===== config.mk =====
export PLATFORM = sky130hd
export DESIGN_NAME = prbs_lfsr_core
export DESIGN_NICKNAME = d
export VERILOG_FILES = /design/src/rtl/ff2ff_prbs_pkg.sv /design/src/rtl/ff2ff_prbs_checker_lfsr.sv
export SDC_FILE = /design/constraint.sdc
export NUM_CORES = 1
export LEC_CHECK = 0
export BUFFER_PORTS_ARGS = -buffer_cell sky130_fd_sc_hd__buf_2
export CORE_AREA = 2 2 39 41
export DETAILED_ROUTE_END_ITERATION = 8
export DIE_AREA = 0 0 41 43
export GPL_TIMING_DRIVEN = 1
export SLEW_MARGIN = 20
export SYNTH_ARGS = -nofsm -noshare
export SYNTH_HDL_FRONTEND = slang
export SYNTH_SLANG_ARGS = --single-unit
export TNS_END_PERCENT = 10

===== constraint.sdc =====
create_clock -name clk -period 2.9 [get_ports clk]
set_input_delay 0.145 -clock clk [delete_from_list [all_inputs] [get_ports clk]]
set_output_delay 0.145 -clock clk [all_outputs]
set_load 0.01 [all_outputs]

===== src/rtl/ff2ff_prbs_pkg.sv =====
// Shared types and helpers for the FF-to-FF PRBS checker: FSM state
// encoding, the tap table for the supported PRBS orders, and the
// legality test used at elaboration.
package ff2ff_prbs_pkg;

   typedef enum logic [1:0] {
      IDLE   = 2'd0,
      SEED   = 2'd1,
      VERIFY = 2'd2,
      LOCKED = 2'd3
   } state_t;

   typedef struct packed {
      logic [4:0] tap_a;
      logic [4:0] tap_b;
   } prbs_taps_t;

   // Feedback taps (bit indices into lfsr) for x^N + x^M + 1 generators.
   function automatic prbs_taps_t prbs_taps(input int order);
      prbs_taps_t t;
      case (order)
         32'd7:   begin t.tap_a = 5'd6;  t.tap_b = 5'd5;  end
         32'd9:   begin t.tap_a = 5'd8;  t.tap_b = 5'd4;  end
         32'd15:  begin t.tap_a = 5'd14; t.tap_b = 5'd13; end
         32'd23:  begin t.tap_a = 5'd22; t.tap_b = 5'd17; end
         32'd31:  begin t.tap_a = 5'd30; t.tap_b = 5'd27; end
         default: begin t.tap_a = 5'd0;  t.tap_b = 5'd0;  end
      endcase
      return t;
   endfunction

   // True only for orders that have an entry in the tap table.
   function automatic logic prbs_order_legal(input int order);
      return (order == 32'd7) || (order == 32'd9) || (order == 32'd15) ||
             (order == 32'd23) || (order == 32'd31);
   endfunction

endpackage


===== src/rtl/ff2ff_prbs_checker_lfsr.sv =====
// LFSR core of the PRBS checker. In load mode the register shifts in the
// received bit (self-synchronising seed); in advance mode it free-runs on
// its own feedback. The feedback bit is the next expected received bit.
module prbs_lfsr_core
   import ff2ff_prbs_pkg::*;
#(
   parameter int ORDER = 7
) (
   input  logic clk,
   input  logic rst_n,
   input  logic load,
   input  logic advance,
   input  logic data_in,
   output logic expected,
   output logic seed_zero
);

   localparam prbs_taps_t TAPS  = prbs_taps(ORDER);
   localparam int         TAP_A = int'(TAPS.tap_a);
   localparam int         TAP_B = int'(TAPS.tap_b);

   logic [ORDER-1:0] lfsr_r;
   logic [ORDER-1:0] seeded_s;
   logic             fb_s;

   assign fb_s      = lfsr_r[TAP_A] ^ lfsr_r[TAP_B];
   assign seeded_s  = {lfsr_r[ORDER-2:0], data_in};
   assign expected  = fb_s;
   // All-zero would lock the generator up, so the FSM reseeds on it.
   assign seed_zero = (seeded_s == '0);

   // LFSR register: seed from the line, free-run, or hold while disabled.
   always_ff @(posedge clk or negedge rst_n) begin
      if (!rst_n) begin
         lfsr_r <= '0;
      end else if (load) begin
         lfsr_r <= seeded_s;
      end else if (advance) begin
         lfsr_r <= {lfsr_r[ORDER-2:0], fb_s};
      end else begin
         lfsr_r <= lfsr_r;
      end
   end

endmodule


==> flow_results.xml, run 1 <==
<?xml version="1.0" encoding="UTF-8"?>
<metrics>
  <group name="clock_tree">
    <metric name="cts_tree" unit="">done</metric>
    <metric name="postCtsSetupBuffers" unit="">0</metric>
    <metric name="clock_path_buffers" unit="">2</metric>
    <metric name="insertion_delay" unit="ns">0.24</metric>
    <metric name="cts-root-buf" unit="">sky130_fd_sc_hd__clkbuf_4</metric>
    <metric name="h-tree-depth" unit="">1</metric>
    <metric name="cts_buffers" unit="">3</metric>
    <metric name="hold_buffers" unit="">1</metric>
    <metric name="postCtsResizedCells" unit="">0</metric>
    <metric name="clkTransAtPathRegs" unit="ns">0.05</metric>
    <metric name="tritoncts_num_sinks" unit="">7</metric>
  </group>
  <group name="routing">
    <metric name="wl_per_cell" unit="um">10.4</metric>
    <metric name="ant_nets" unit="">0</metric>
    <metric name="drt_first_iter_violations" unit="">0</metric>
    <metric name="wl" unit="um">499</metric>
    <metric name="drc_violation_count_after_routing" unit="">0</metric>
    <metric name="drt_pass1_iterations" unit="">1</metric>
    <metric name="route.detailed.vias_per_inst" unit="">4.17</metric>
    <metric name="total_number_of_vias" unit="">200</metric>
  </group>
  <group name="floorplan">
    <metric name="boundaryPins" unit="">7</metric>
    <metric name="die_area" unit="sq um">1760</metric>
    <metric name="placement_rows" unit="">14</metric>
    <metric name="dieWidth" unit="um">41</metric>
    <metric name="die_y" unit="um">43</metric>
    <metric name="design.core.area" unit="sq um">1380</metric>
    <metric name="floorplan.initialDensity" unit="">0.224</metric>
  </group>
  <group name="layout">
    <metric name="antenna-diode-count" unit="">0</metric>
    <metric name="largest_reg_flops" unit="">7</metric>
    <metric name="layout.cells.most_common" unit="">sky130_fd_sc_hd__dfrtp_1</metric>
    <metric name="final_util" unit="">0.287</metric>
    <metric name="top_register" unit="">lfsr_r</metric>
    <metric name="fraction_of_final_layout_cells_with_drive_strength_greater_than_1" unit="">0.563</metric>
    <metric name="largest_registers" unit="">lfsr_r (7)</metric>
    <metric name="areaGrowthSynthToFinish" unit="%">27.8</metric>
    <metric name="mostFrequentLayoutCells" unit="">7 x sky130_fd_sc_hd__dfrtp_1, 6 x sky130_fd_sc_hd__mux2_2, 6 x sky130_fd_sc_hd__buf_2, 3 x sky130_fd_sc_hd__clkbuf_4</metric>
    <metric name="final_nets" unit="">38</metric>
  </group>
  <group name="grt">
    <metric name="grt_use_total" unit="">0.0779</metric>
    <metric name="first_global_vias" unit="">216</metric>
    <metric name="first_pass_grt_wire_length" unit="um">786</metric>
    <metric name="antenna_found_initial" unit="">0</metric>
    <metric name="grt_start_max_net_pins" unit="">8</metric>
    <metric name="grt_overflow" unit="">0</metric>
  </group>
  <group name="pwr">
    <metric name="worst_ir_drop_vdd" unit="uV">233</metric>
    <metric name="power_density" unit="nW/um^2">800</metric>
    <metric name="cellLeakagePower" unit="uW">0.000178</metric>
  </group>
  <group name="setup_path">
    <metric name="worstSetupEndpointType" unit="">output pin</metric>
    <metric name="crit_path_max_fanout" unit="">4</metric>
    <metric name="worstPathBufferInverterCount" unit="">1</metric>
    <metric name="critical_path_launch_point" unit="">lfsr_r[5]</metric>
    <metric name="worstSetupPathType" unit="">reg -&gt; out</metric>
    <metric name="cp_data_arrival_time" unit="ns">1.48</metric>
    <metric name="critical_path.reg2reg.startpoint" unit="">lfsr_r[5]</metric>
    <metric name="path_delay_family" unit="">simple AND/OR/NAND/NOR gates</metric>
    <metric name="slowest_delay" unit="ns">0.52</metric>
    <metric name="crit_path_cell_trace" unit="">or4_4 -&gt; nor4_2 -&gt; buf_2</metric>
    <metric name="worstSetupStartpointType" unit="">flop</metric>
    <metric name="critPathSlowestCell" unit="">sky130_fd_sc_hd__or4_4</metric>
    <metric name="crit_required" unit="ns">2.76</metric>
  </group>
  <group name="logic_synthesis">
    <metric name="synth_top_area_share" unit="">0.565</metric>
    <metric name="synth_nets" unit="">26</metric>
    <metric name="ys_warn_count" unit="">0</metric>
    <metric name="syn_area" unit="sq um">310</metric>
    <metric name="ys_seq_area_frac" unit="">0.565</metric>
    <metric name="ys_seq_elements" unit="">7</metric>
    <metric name="post_synth.cell_area_avg" unit="sq um">14.8</metric>
    <metric name="synth_cells" unit="">21</metric>
    <metric name="yosys.area.top_type" unit="">sky130_fd_sc_hd__dfrtp_1</metric>
    <metric name="yosys-top-cells-area" unit="">sky130_fd_sc_hd__dfrtp_1 56%, sky130_fd_sc_hd__mux2_2 22%, sky130_fd_sc_hd__nor4_2 4.0%, sky130_fd_sc_hd__or4_4 3.6%, sky130_fd_sc_hd__a211o_1 2.8%</metric>
    <metric name="synthDistinctLibCells" unit="">10</metric>
  </group>
  <group name="timing">
    <metric name="unrepaired_setup_endpoints_after_global_routing" unit="">false</metric>
    <metric name="period_share" unit="">0.560</metric>
    <metric name="max_clock_freq" unit="GHz">0.616</metric>
    <metric name="post-route-min-period" unit="ns">1.62</metric>
    <metric name="final_hold_viol_count" unit="">0</metric>
    <metric name="setup_viol" unit="">0</metric>
    <metric name="finalMaxSlewViolations" unit="">0</metric>
    <metric name="fin_worst_skew" unit="ns">0.00407</metric>
    <metric name="timing.slew.headroom" unit="">0.814</metric>
    <metric name="worst_slew_pin_slew" unit="ns">0.278</metric>
    <metric name="setup-tns-final" unit="ns">0</metric>
  </group>
  <group name="worst_hold_path">
    <metric name="worst_hold_path_type" unit="">in -&gt; reg</metric>
    <metric name="timing.hold.worst.start" unit="">data_in</metric>
  </group>
  <group name="placed_design">
    <metric name="detailedPlacementHpwl" unit="um">429</metric>
    <metric name="numPortBuffers" unit="">6</metric>
    <metric name="place_congestion" unit="">0.626</metric>
  </group>
  <group name="flow_run">
    <metric name="maxCapViolCount" unit="">0</metric>
  </group>
  <group name="status">
    <metric name="outcome" unit="">finished, final reports clean</metric>
  </group>
</metrics>
layout make-up:
cell class | instances | area, sq um
Multi-Input combinational cell | 14 | 135
Tap cell | 16 | 20.0
Timing Repair Buffer | 7 | 40.0
Clock buffer | 4 | 26.3
Sequential cell | 7 | 175
Fill cell | 152 | 987
final timing paths:
| kind | to | slack [ns] | cells past startpoint |
|---|---|---|---|
| worst max-delay path | seed_zero | 1.28 | 3 |
| worst min-delay path | lfsr_r[0] | 0.25 | 3 |
| worst max register to register | lfsr_r[0] | 1.92 | 2 |
| worst min register to register | lfsr_r[6] | 0.53 | 1 |
| max in group asynchronous | lfsr_r[2] | 2.48 | 2 |
| min in group asynchronous | lfsr_r[5] | 0.27 | 2 |
worst reg2reg max path, cell delays in order (launching register included):
cell                      delay [ns]
sky130_fd_sc_hd__dfrtp_1        0.41
sky130_fd_sc_hd__xor2_1         0.18
sky130_fd_sc_hd__a211o_1        0.27
metrics by stage:
stage               area [sq um]  total power [uW]  std cells  setup slack [ns]  hold WS, ns
floorplan                    310               206         21              1.62       -0.151
global placement             360               232         43              1.56      -0.0202
detailed placement           360               237         43              1.52      -0.0160
CTS                          397               325         48              1.25        0.246
global route                 397               345         48              1.18        0.266
finish                       397               317         48              1.28        0.254
synth_stat cells:
library cell,number
sky130_fd_sc_hd__nor3b_1,1
sky130_fd_sc_hd__and2_1,1
sky130_fd_sc_hd__dfrtp_1,7
sky130_fd_sc_hd__a211o_1,1
sky130_fd_sc_hd__xor2_1,1
sky130_fd_sc_hd__or4_4,1
sky130_fd_sc_hd__nor2b_1,1
sky130_fd_sc_hd__nor4_2,1
sky130_fd_sc_hd__nor2_2,1
sky130_fd_sc_hd__mux2_2,6
cells by family (layout without fill, tap and decap cells):
family | after synthesis | count (layout) | synth area share
AOI/OAI and AO/OA | 1 | 1 | 0.0282
buffers and inverters | 0 | 11 | 0
DFF | 7 | 7 | 0.565
and+or+nand+nor | 6 | 6 | 0.161
xor gates and xnor gates | 1 | 1 | 0.0282
muxes | 6 | 6 | 0.218
where the power goes:
group	internal, uW	switching, uW
Sequential	130	25.6
Clock	52.2	31.1
Combinational	47.1	31.5
routing by layer:
metal / part of all wire / GRT usage / up-vias
li1: - / - / 98
met1: 0.38 / 0.0559 / 95
met2: 0.54 / 0.113 / 7
met3: 0.082 / 0.0628 / 0
met4: 0 / 0.0800 / 0
met5: 0 / 0 / -
(Power assumes the default switching activity.)
==> inputs of run 2 (changes only) <==
Settings changed: ABC_AREA set to 1.
Clock period 2.9 ns to 1.4 ns, I/O delays scaled along.
==> flow_results.xml, run 2 <==
<?xml version="1.0" encoding="UTF-8"?>
<metrics>
  <group name="setup_path">
    <metric name="regToRegEndpoint" unit="">lfsr_r[0]</metric>
    <metric name="worstSetupEndpointType" unit="">output pin</metric>
    <metric name="crit_path_max_fanout" unit="">3</metric>
    <metric name="worstSetupStartpointType" unit="">flop</metric>
    <metric name="crit_required" unit="ns">1.33</metric>
    <metric name="path_delay_family" unit="">flip-flops</metric>
    <metric name="cp_data_arrival_time" unit="ns">1.12</metric>
    <metric name="critical_path.reg2reg.startpoint" unit="">lfsr_r[5]</metric>
    <metric name="worst-r2r-setup-slack" unit="ns">0.56</metric>
    <metric name="slowest_delay" unit="ns">0.40</metric>
    <metric name="worstSetupPathType" unit="">reg -&gt; out</metric>
    <metric name="crit_path_cell_trace" unit="">inv_1 -&gt; nand3_1 -&gt; nor2_1 -&gt; buf_2</metric>
    <metric name="critPathSlowestCell" unit="">sky130_fd_sc_hd__dfrtp_1</metric>
    <metric name="r2r.worst_path.cells" unit="">4</metric>
    <metric name="worstPathBufferInverterCount" unit="">2</metric>
  </group>
  <group name="clock_tree">
    <metric name="cts_buffers" unit="">3</metric>
    <metric name="clock_path_buffers" unit="">2</metric>
    <metric name="h-tree-depth" unit="">1</metric>
    <metric name="insertion_delay" unit="ns">0.25</metric>
    <metric name="clkTransAtPathRegs" unit="ns">0.05</metric>
    <metric name="cts_tree" unit="">done</metric>
    <metric name="cts-root-buf" unit="">sky130_fd_sc_hd__clkbuf_4</metric>
    <metric name="tritoncts_num_sinks" unit="">7</metric>
  </group>
  <group name="timing">
    <metric name="max_clock_freq" unit="GHz">0.843</metric>
    <metric name="unrepaired_setup_endpoints_after_global_routing" unit="">false</metric>
    <metric name="worst_slew_pin_slew" unit="ns">0.405</metric>
    <metric name="final_hold_viol_count" unit="">0</metric>
    <metric name="timing.slew.headroom" unit="">0.729</metric>
    <metric name="period_share" unit="">0.848</metric>
    <metric name="setup-tns-final" unit="ns">0</metric>
    <metric name="post-route-min-period" unit="ns">1.19</metric>
    <metric name="fin_worst_skew" unit="ns">0.00323</metric>
    <metric name="finalMaxSlewViolations" unit="">0</metric>
    <metric name="setup_viol" unit="">0</metric>
  </group>
  <group name="routing">
    <metric name="drc_violation_count_after_routing" unit="">0</metric>
    <metric name="wl" unit="um">599</metric>
    <metric name="total_number_of_vias" unit="">268</metric>
    <metric name="ant_nets" unit="">0</metric>
    <metric name="route.detailed.vias_per_inst" unit="">4.00</metric>
    <metric name="wl_per_cell" unit="um">8.94</metric>
    <metric name="drt_first_iter_violations" unit="">4</metric>
    <metric name="drt_pass1_iterations" unit="">4</metric>
  </group>
  <group name="floorplan">
    <metric name="dieWidth" unit="um">41</metric>
    <metric name="die_area" unit="sq um">1760</metric>
    <metric name="design.core.area" unit="sq um">1380</metric>
    <metric name="floorplan.initialDensity" unit="">0.270</metric>
    <metric name="placement_rows" unit="">14</metric>
    <metric name="boundaryPins" unit="">7</metric>
    <metric name="die_y" unit="um">43</metric>
  </group>
  <group name="grt">
    <metric name="antenna_found_initial" unit="">0</metric>
    <metric name="first_global_vias" unit="">221</metric>
    <metric name="grt_start_max_net_pins" unit="">14</metric>
    <metric name="grt_overflow" unit="">0</metric>
    <metric name="grt_use_total" unit="">0.0858</metric>
    <metric name="first_pass_grt_wire_length" unit="um">917</metric>
  </group>
  <group name="layout">
    <metric name="layout.cells.most_common" unit="">sky130_fd_sc_hd__inv_1</metric>
    <metric name="fillerInstances" unit="">145</metric>
    <metric name="multi_input_comb_area" unit="sq um">149</metric>
    <metric name="final_cell_count_no_fill" unit="">67</metric>
    <metric name="top_register" unit="">lfsr_r</metric>
    <metric name="finalInstanceArea" unit="sq um">440</metric>
    <metric name="areaGrowthSynthToFinish" unit="%">17.7</metric>
    <metric name="largest_registers" unit="">lfsr_r (7)</metric>
    <metric name="regArea" unit="sq um">175</metric>
    <metric name="fraction_of_final_layout_cells_with_drive_strength_greater_than_1" unit="">0.392</metric>
    <metric name="mostFrequentLayoutCells" unit="">8 x sky130_fd_sc_hd__inv_1, 7 x sky130_fd_sc_hd__dfrtp_1, 6 x sky130_fd_sc_hd__buf_2, 5 x sky130_fd_sc_hd__nand2_1, 5 x sky130_fd_sc_hd__o21ai_2</metric>
    <metric name="final_nets" unit="">57</metric>
    <metric name="largest_reg_flops" unit="">7</metric>
    <metric name="final_util" unit="">0.318</metric>
    <metric name="antenna-diode-count" unit="">0</metric>
  </group>
  <group name="logic_synthesis">
    <metric name="yosys-top-cells-count" unit="">8 x sky130_fd_sc_hd__inv_1, 7 x sky130_fd_sc_hd__dfrtp_1, 5 x sky130_fd_sc_hd__nand2_1, 5 x sky130_fd_sc_hd__o21ai_2</metric>
    <metric name="synth_flop_cell" unit="">sky130_fd_sc_hd__dfrtp_1</metric>
    <metric name="yosys.cell_count.top_type" unit="">sky130_fd_sc_hd__inv_1</metric>
    <metric name="synth_cells" unit="">41</metric>
    <metric name="ys_warn_count" unit="">0</metric>
    <metric name="ys_seq_elements" unit="">7</metric>
    <metric name="synth_edf_count" unit="">0</metric>
    <metric name="yosys-top-cells-area" unit="">sky130_fd_sc_hd__dfrtp_1 47%, sky130_fd_sc_hd__o21ai_2 12%, sky130_fd_sc_hd__inv_1 8.0%, sky130_fd_sc_hd__nand2_2 6.7%, sky130_fd_sc_hd__buf_12 5.4%</metric>
    <metric name="yosys.area.top_type" unit="">sky130_fd_sc_hd__dfrtp_1</metric>
    <metric name="syn_area" unit="sq um">374</metric>
    <metric name="ys_seq_area_frac" unit="">0.468</metric>
    <metric name="post_synth.cell_area_avg" unit="sq um">9.12</metric>
    <metric name="synth_async_sr_flop_share" unit="">1.00</metric>
    <metric name="synth_top_area_share" unit="">0.468</metric>
    <metric name="synthDistinctLibCells" unit="">12</metric>
    <metric name="synth_nets" unit="">46</metric>
  </group>
  <group name="placed_design">
    <metric name="dp_cells" unit="">62</metric>
    <metric name="detailedPlacementHpwl" unit="um">447</metric>
    <metric name="numPortBuffers" unit="">6</metric>
    <metric name="placement.cell_area" unit="sq um">404</metric>
    <metric name="place_congestion" unit="">0.690</metric>
  </group>
  <group name="status">
    <metric name="outcome" unit="">finished, final reports clean</metric>
  </group>
  <group name="flow_run">
    <metric name="maxCapViolCount" unit="">0</metric>
  </group>
  <group name="pwr">
    <metric name="worst_ir_drop_vdd" unit="uV">340</metric>
    <metric name="cellLeakagePower" unit="uW">0.000221</metric>
    <metric name="power_density" unit="nW/um^2">1280</metric>
  </group>
  <group name="worst_hold_path">
    <metric name="hold_path_end" unit="">lfsr_r[0]</metric>
    <metric name="timing.hold.worst.start" unit="">data_in</metric>
    <metric name="hold_path_depth" unit="">5</metric>
    <metric name="worst_hold_path_type" unit="">in -&gt; reg</metric>
  </group>
</metrics>
run 2: cell types whose count changed after synthesis, moves of 3 or more:
cell	previous run	this run
sky130_fd_sc_hd__inv_1	0	8
sky130_fd_sc_hd__mux2_2	6	0
sky130_fd_sc_hd__nand3_1	0	3
sky130_fd_sc_hd__nand2_1	0	5
sky130_fd_sc_hd__nor2_1	0	4
sky130_fd_sc_hd__o21ai_2	0	5
sky130_fd_sc_hd__nand2_2	0	4
run 2: metal layers:
metal | wire (um) | global-route usage | part of all wire
met5 | 0 | 0 | 0
met2 | 233 | 0.0969 | 0.39
met4 | 10 | 0.100 | 0.017
met1 | 310 | 0.108 | 0.52
met3 | 45 | 0.0314 | 0.075
run 2: cell type report:
cell class              instances  area share
clock buffers                   4      0.0597
inverters                       8      0.0682
multi-input cells              25       0.338
flip-flops and latches          7       0.398
well taps                      16      0.0455
repair buffers                  7      0.0909
run 2: worst register-to-register path: stages, from the launching register on:
cell and delay, ns:
sky130_fd_sc_hd__dfrtp_1 0.40, sky130_fd_sc_hd__inv_1 0.11, sky130_fd_sc_hd__nand2_1 0.08, sky130_fd_sc_hd__nand3_1 0.08, sky130_fd_sc_hd__nand2_1 0.05
run 2: how the worst max path moves through the flow:
stage / from / endpoint / slack (ns) / cells past startpoint
after floorplan: lfsr_r[5] / seed_zero / 0.61 / 3
after global placement: lfsr_r[5] / seed_zero / 0.49 / 4
after detailed placement: lfsr_r[5] / seed_zero / 0.49 / 4
after CTS: lfsr_r[5] / seed_zero / 0.20 / 4
after global routing: lfsr_r[5] / expected / 0.14 / 4
final: lfsr_r[5] / seed_zero / 0.21 / 4
run 2: power by group:
group          switching [uW]  internal, uW  leakage, uW
Clock                    72.4           109    0.0000150
Sequential               22.3           236    0.0000855
Combinational            70.3          52.2     0.000121
run 2: cells by family (layout without fill, tap and decap cells):
logic type,Yosys count,count (layout),synth area share
flops,7,7,0.468
simple gates,18,18,0.244
buf+inv,9,19,0.134
compound gates,7,7,0.154
run 2: timing repair:
item	CTS	global route
hold buffers	1	0
setup buffers	0	0
hold endpoints to repair	7	0
gates resized for setup	0	0
run 2: per-stage QoR:
step,power [uW],setup slack (ns),hold slack [ns]
after floorplan,355,0.606,-0.226
after global placement,382,0.488,-0.0856
after detailed placement,385,0.488,-0.0850
after CTS,578,0.202,0.101
after global routing,617,0.143,0.120
final,562,0.213,0.110
